--- src/rtl/fetch_buffer_if.sv ---
// Fetch buffer bus: ROM-side pair write, decode-side show-ahead read.
// master drives the ROM/decode inputs, slave is the buffer itself.
interface fetch_buffer_if #(
  parameter int XLEN = 32,
  parameter int CW   = 4
);
  logic            i_flush;
  logic            i_valid;
  logic [XLEN-1:0] i_pc;
  logic [XLEN-1:0] i_instA;
  logic [XLEN-1:0] i_instB;
  logic            o_ready;
  logic [1:0]      i_deq_cnt;
  logic            o_validA;
  logic            o_validB;
  logic [XLEN-1:0] o_instA;
  logic [XLEN-1:0] o_pcA;
  logic [XLEN-1:0] o_instB;
  logic [XLEN-1:0] o_pcB;
  logic [CW-1:0]   o_count;

  modport master (
    output i_flush,
    output i_valid,
    output i_pc,
    output i_instA,
    output i_instB,
    output i_deq_cnt,
    input  o_ready,
    input  o_validA,
    input  o_validB,
    input  o_instA,
    input  o_pcA,
    input  o_instB,
    input  o_pcB,
    input  o_count
  );

  modport slave (
    input  i_flush,
    input  i_valid,
    input  i_pc,
    input  i_instA,
    input  i_instB,
    input  i_deq_cnt,
    output o_ready,
    output o_validA,
    output o_validB,
    output o_instA,
    output o_pcA,
    output o_instB,
    output o_pcB,
    output o_count
  );
endinterface

--- src/rtl/fetch_buffer.sv ---
// Two-wide PC-tagged instruction queue between ROM and decode.
// Show-ahead read of the two oldest entries; flush on redirect.
module fetch_buffer #(
  parameter int DEPTH = 8,
  parameter int XLEN  = 32
) (
  input logic           i_clk,
  input logic           i_rst_n,
  fetch_buffer_if.slave fb
);
  localparam int AW = $clog2(DEPTH);
  localparam int CW = AW + 1;

  typedef struct packed {
    logic [XLEN-1:0] pc;
    logic [XLEN-1:0] inst;
  } entry_t;

  entry_t        mem_q [DEPTH];
  logic [AW-1:0] wr_ptr_q;
  logic [AW-1:0] wr_ptr_d;
  logic [AW-1:0] rd_ptr_q;
  logic [AW-1:0] rd_ptr_d;
  logic [AW-1:0] wr_nxt;
  logic [AW-1:0] rd_nxt;
  logic [CW-1:0] count_q;
  logic [CW-1:0] count_d;
  logic [CW-1:0] req;
  logic [CW-1:0] eff_deq;
  logic          ready;
  logic          enq;
  logic          val_a;
  logic          val_b;
  logic [XLEN-1:0] pc_a;
  logic [XLEN-1:0] pc_b;
  entry_t        head_a;
  entry_t        head_b;

  assign ready  = count_q <= CW'(DEPTH - 2);
  assign enq    = fb.i_valid & ready & ~fb.i_flush;
  assign pc_a   = fb.i_pc & ~XLEN'(3);
  assign pc_b   = pc_a + XLEN'(4);
  assign wr_nxt = wr_ptr_q + AW'(1);
  assign rd_nxt = rd_ptr_q + AW'(1);

  always_comb begin
    req = '0;
    unique case (fb.i_deq_cnt)
      2'd0:    req = CW'(0);
      2'd1:    req = CW'(1);
      default: req = CW'(2);
    endcase
  end

  // Over-request clamps to occupancy so the queue never underflows.
  assign eff_deq = (req > count_q) ? count_q : req;

  always_comb begin
    wr_ptr_d = wr_ptr_q;
    rd_ptr_d = rd_ptr_q;
    count_d  = count_q;
    if (fb.i_flush) begin
      wr_ptr_d = '0;
      rd_ptr_d = '0;
      count_d  = '0;
    end else begin
      rd_ptr_d = rd_ptr_q + eff_deq[AW-1:0];
      if (enq) begin
        wr_ptr_d = wr_ptr_q + AW'(2);
      end
      count_d = count_q
              + (enq ? CW'(2) : CW'(0))
              - eff_deq;
    end
  end

  always_ff @(posedge i_clk or negedge i_rst_n) begin
    if (!i_rst_n) begin
      wr_ptr_q <= '0;
      rd_ptr_q <= '0;
      count_q  <= '0;
    end else begin
      wr_ptr_q <= wr_ptr_d;
      rd_ptr_q <= rd_ptr_d;
      count_q  <= count_d;
    end
  end

  always_ff @(posedge i_clk) begin
    if (enq) begin
      mem_q[wr_ptr_q] <= '{pc: pc_a, inst: fb.i_instA};
      mem_q[wr_nxt]   <= '{pc: pc_b, inst: fb.i_instB};
    end
  end

  assign val_a  = count_q != '0;
  assign val_b  = count_q >= CW'(2);
  assign head_a = val_a ? mem_q[rd_ptr_q] : '0;
  assign head_b = val_b ? mem_q[rd_nxt] : '0;

  assign fb.o_ready  = ready;
  assign fb.o_count  = count_q;
  assign fb.o_validA = val_a;
  assign fb.o_validB = val_b;
  assign fb.o_instA  = head_a.inst;
  assign fb.o_pcA    = head_a.pc;
  assign fb.o_instB  = head_b.inst;
  assign fb.o_pcB    = head_b.pc;
endmodule

--- src/flat_wrapper.sv ---
// flat-port wrapper written by rule: the top's interface ports become plain ports
module fetch_buffer_flat 
#(
  parameter int DEPTH = 8,
  parameter int XLEN  = 32
)
  (i_clk, i_rst_n, fb_i_flush, fb_i_valid, fb_i_pc, fb_i_instA, fb_i_instB, fb_i_deq_cnt, fb_o_ready, fb_o_validA, fb_o_validB, fb_o_instA, fb_o_pcA, fb_o_instB, fb_o_pcB, fb_o_count);
  fetch_buffer_if #(.XLEN(XLEN), .CW((4))) fb_i ();
  input logic i_clk;
  input logic i_rst_n;
  input wire logic [$bits(fb_i.i_flush)-1:0] fb_i_flush;
  input wire logic [$bits(fb_i.i_valid)-1:0] fb_i_valid;
  input wire logic [$bits(fb_i.i_pc)-1:0] fb_i_pc;
  input wire logic [$bits(fb_i.i_instA)-1:0] fb_i_instA;
  input wire logic [$bits(fb_i.i_instB)-1:0] fb_i_instB;
  input wire logic [$bits(fb_i.i_deq_cnt)-1:0] fb_i_deq_cnt;
  output wire logic [$bits(fb_i.o_ready)-1:0] fb_o_ready;
  output wire logic [$bits(fb_i.o_validA)-1:0] fb_o_validA;
  output wire logic [$bits(fb_i.o_validB)-1:0] fb_o_validB;
  output wire logic [$bits(fb_i.o_instA)-1:0] fb_o_instA;
  output wire logic [$bits(fb_i.o_pcA)-1:0] fb_o_pcA;
  output wire logic [$bits(fb_i.o_instB)-1:0] fb_o_instB;
  output wire logic [$bits(fb_i.o_pcB)-1:0] fb_o_pcB;
  output wire logic [$bits(fb_i.o_count)-1:0] fb_o_count;
  assign fb_i.i_flush = fb_i_flush;
  assign fb_i.i_valid = fb_i_valid;
  assign fb_i.i_pc = fb_i_pc;
  assign fb_i.i_instA = fb_i_instA;
  assign fb_i.i_instB = fb_i_instB;
  assign fb_i.i_deq_cnt = fb_i_deq_cnt;
  assign fb_o_ready = fb_i.o_ready;
  assign fb_o_validA = fb_i.o_validA;
  assign fb_o_validB = fb_i.o_validB;
  assign fb_o_instA = fb_i.o_instA;
  assign fb_o_pcA = fb_i.o_pcA;
  assign fb_o_instB = fb_i.o_instB;
  assign fb_o_pcB = fb_i.o_pcB;
  assign fb_o_count = fb_i.o_count;
  fetch_buffer #(.DEPTH(DEPTH), .XLEN(XLEN)) u_core (.i_clk(i_clk), .i_rst_n(i_rst_n), .fb(fb_i));
endmodule
--- config.mk ---
export PLATFORM = sky130hd
export DESIGN_NAME = fetch_buffer_flat
export DESIGN_NICKNAME = d
export VERILOG_FILES = /design/src/rtl/fetch_buffer_if.sv /design/src/rtl/fetch_buffer.sv /design/src/flat_wrapper.sv
export SDC_FILE = /design/constraint.sdc
export NUM_CORES = 1
export LEC_CHECK = 0
export CAP_MARGIN = 10
export CORE_UTILIZATION = 59
export CTS_BUF_LIST = sky130_fd_sc_hd__clkbuf_16
export DETAILED_ROUTE_END_ITERATION = 8
export HOLD_SLACK_MARGIN = 0.08
export PLACE_DENSITY = 0.86
export SETUP_SLACK_MARGIN = 0.1
export SYNTH_ARGS = -nofsm -noshare
export SYNTH_HDL_FRONTEND = slang
export SYNTH_SLANG_ARGS = --single-unit
--- constraint.sdc ---
create_clock -name i_clk -period 5.15 [get_ports i_clk]
set_input_delay 0.7725 -clock i_clk [delete_from_list [all_inputs] [get_ports i_clk]]
set_output_delay 0.7725 -clock i_clk [all_outputs]
set_load 0.02 [all_outputs]
==> results.yml <==
outcome:
  outcome: "complete, no violations"
route:
  viasPerCell: 6.54
  dr_total_vias: 18200
  drtIter0Drc: 2044
  wl_um: 71500
  wl_per_cell_um: 25.7
  drc: 0
  antenna_left: 0
  first_pass_iters: 6
cells_and_area:
  fin_util: 0.691
  fin_area_sq_um: 31300
  nNetsFinal: 2255
  final_cell_mix: "576 x nand2_1, 496 x edfxtp_1, 248 x mux4_2"
  area_growth_pct: 15.4
  final_common_cell: "nand2_1"
  layout-drive-gt1-share: 0.178
  finalNonFillerCells: 2780
clock_tree:
  root_buffer: "clkbuf_16"
  cts-hold-fix-buffers: 0
  clock-sinks: 505
  clk_pin_slew_ns: 0.06
  clock_latency_ns: 0.62
  cts_resized: 0
  cts_setup_buffers: 0
  cts-buffers-inserted: 50
  htree_levels: 2
  cts_tree: "yes"
  cts_buffer_depth: 3
synth:
  ys_seq_area_frac: 0.557
  yosys-top-cells-area: "edfxtp_1 55%, mux4_2 21%, nand2_1 8.0%, mux2i_1 2.4%, xnor2_1 2.2%"
  synth_area_leader_cell: "edfxtp_1"
  avgSynthCellArea_sq_um: 13.4
  post_synth_num_cell_types: 44
  ys_ff_latch: 505
  netlist_instances: 2034
  synth_edf_count: 496
  synth_top_area_share: 0.548
  yosysWarnings: 0
  synth_ff_type: "edfxtp_1"
  netlist_area_sq_um: 27200
  async_reset_ff_frac: 0.0178
worst_setup_path:
  crit_required_ns: 4.38
  path_max_fanout: 58
  start_kind: "flip-flop"
  critical_path_arrival_ns: 3.88
  end_kind: "output pin"
  startpoint: "u_core.rd_ptr_q[0]"
  r2r_slack_ns: 1.17
  worstSetupPathType: "flip-flop to output pin"
  r2r_start: "u_core.fb.o_count[3]"
global_routing:
  grt_max_degree: 135
  grt_usage: 0.308
  overflow: 0
  grt_pass1_wl_um: 108000
  grt_pass1_vias: 18600
  antenna_found_initial: 6
place:
  dp_hpwl_um: 41500
  portBuffers: 230
  pre_cts_ws_ns: 0.896
  dp_cells: 2685
  place_area_sq_um: 29800
  place_congestion: 0.833
timing:
  tightestPinTransition_ns: 1.09
  tns_ns: 0
  finalHoldViolations: 0
  min_period_over_period: 0.903
  maxSlewHeadroom: 0.270
  rsz0062_at_grt: "no"
  maxSlewViolCount: 0
  fin_worst_skew_ns: 0.0292
  finalSetupViolations: 0
  setup_ws_ns: 0.501
  period_minus_slack_ns: 4.65
  fmax_mhz: 215
floorplan:
  fp.dieH_um: 217
  rows: 78
  die_w_um: 217
  ioPinCount: 237
  dieArea_sq_um: 46900
  coreArea_sq_um: 45400
  initial_core_util: 0.598
job:
  max-cap-violations: 0
pwr:
  clkPwrFrac: 0.217
  switchingPower_mw: 5.89
  leakage_nw: 10.6
  p_sw_frac: 0.363
  power_density_nw_per_um2: 518
  ir_worst_vdd_mv: 0.516
  pwr-share-comb: 0.474
  intPower_mw: 10.3
  p_seq_frac: 0.309
min_path:
  worst_hold_path_type: "input pin to asynchronous set/reset pin"
cell usage after synthesis (all sizes together) (4+ instances only):
| master | n |
|---|---|
| ha | 13 |
| nor3 | 4 |
| edfxtp | 496 |
| inv | 23 |
| nand4 | 16 |
| nand3 | 14 |
| nor2 | 128 |
| xor2 | 55 |
| dfrtp | 9 |
| a21oi | 63 |
| buf | 103 |
| xnor2 | 67 |
| nand2 | 581 |
| mux2i | 64 |
| mux4 | 248 |
| clkbuf | 116 |
| nor2b | 4 |
| and3 | 8 |
critical path, cell delays in order (launching register included):
cell,delay (ns)
dfrtp_4,0.68
ha_4,0.71
buf_12,0.42
mux4_2,0.57
nand2_1,0.08
a21oi_1,0.13
clkdlybuf4s50_1,0.63
power groups by stage:
| stage | Combinational, mW | Sequential [mW] | Clock (mW) |
|---|---|---|---|
| finish | 7.69 | 5.01 | 3.53 |
| CTS | 7.71 | 5.01 | 3.56 |
| floorplan | 4.89 | 5.01 | 0 |
| global route | 8.11 | 5.03 | 3.70 |
| detailed placement | 7.65 | 5.09 | 0 |
| global placement | 7.52 | 5.05 | 0 |
cells by family (layout without fill, tap and decap cells):
kind of cell,Yosys count,count (layout),share of synthesized area
buf+inv,242,381,0.0384
other cells,1,8,0.000138
xor+xnor,122,122,0.0393
simple gates,769,769,0.114
compound gates,67,67,0.0137
flops,505,505,0.557
mux,312,312,0.229
fa+ha+maj,16,16,0.00820
worst paths after layout:
| kind | cells after the start | to |
|---|---|---|
| setup / recovery | 6 | fb_o_instB[0] |
| hold / removal | 1 | u_core.fb.o_count[0] |
| setup reg to reg | 9 | u_core.mem_q[5][24] |
| hold reg to reg | 2 | u_core.wr_ptr_q[2] |
| max in group asynchronous | 1 | u_core.rd_ptr_q[2] |
| min in group i_clk | 2 | u_core.wr_ptr_q[2] |
final cells by class:
cell class | instances | area [sq um]
fillers | 2886 | 14000
inverters | 23 | 101
multi-input cells | 1290 | 11100
well taps | 600 | 751
flip-flops and latches | 505 | 15100
clock buffers | 51 | 1280
diodes | 4 | 10.0
clock inverters | 40 | 285
repair buffers | 267 | 2720
per-layer routing:
metal / global-route usage / share of wire / wire, um
met5: 0 / 0.00042 / 30
met4: 0.153 / 0.044 / 3120
met3: 0.0599 / 0.12 / 8440
met2: 0.499 / 0.49 / 34900
met1: 0.402 / 0.35 / 25000
state kept, by name, indices dropped and copies added, names as in the netlist:
signal	flops
u_core.fb.o_count	4
u_core.mem_q	496
u_core.rd_ptr_q	3
u_core.wr_ptr_q	2
metrics by stage:
| stage | hold WS [ns] | power, mW |
|---|---|---|
| final | 0.504 | 16.2 |
| after global placement | 0.569 | 12.6 |
| after global routing | 0.549 | 16.8 |
| after CTS | 0.500 | 16.3 |
| after detailed placement | 0.593 | 12.7 |
| after floorplan | 0.477 | 9.90 |
(Power assumes the default switching activity.)
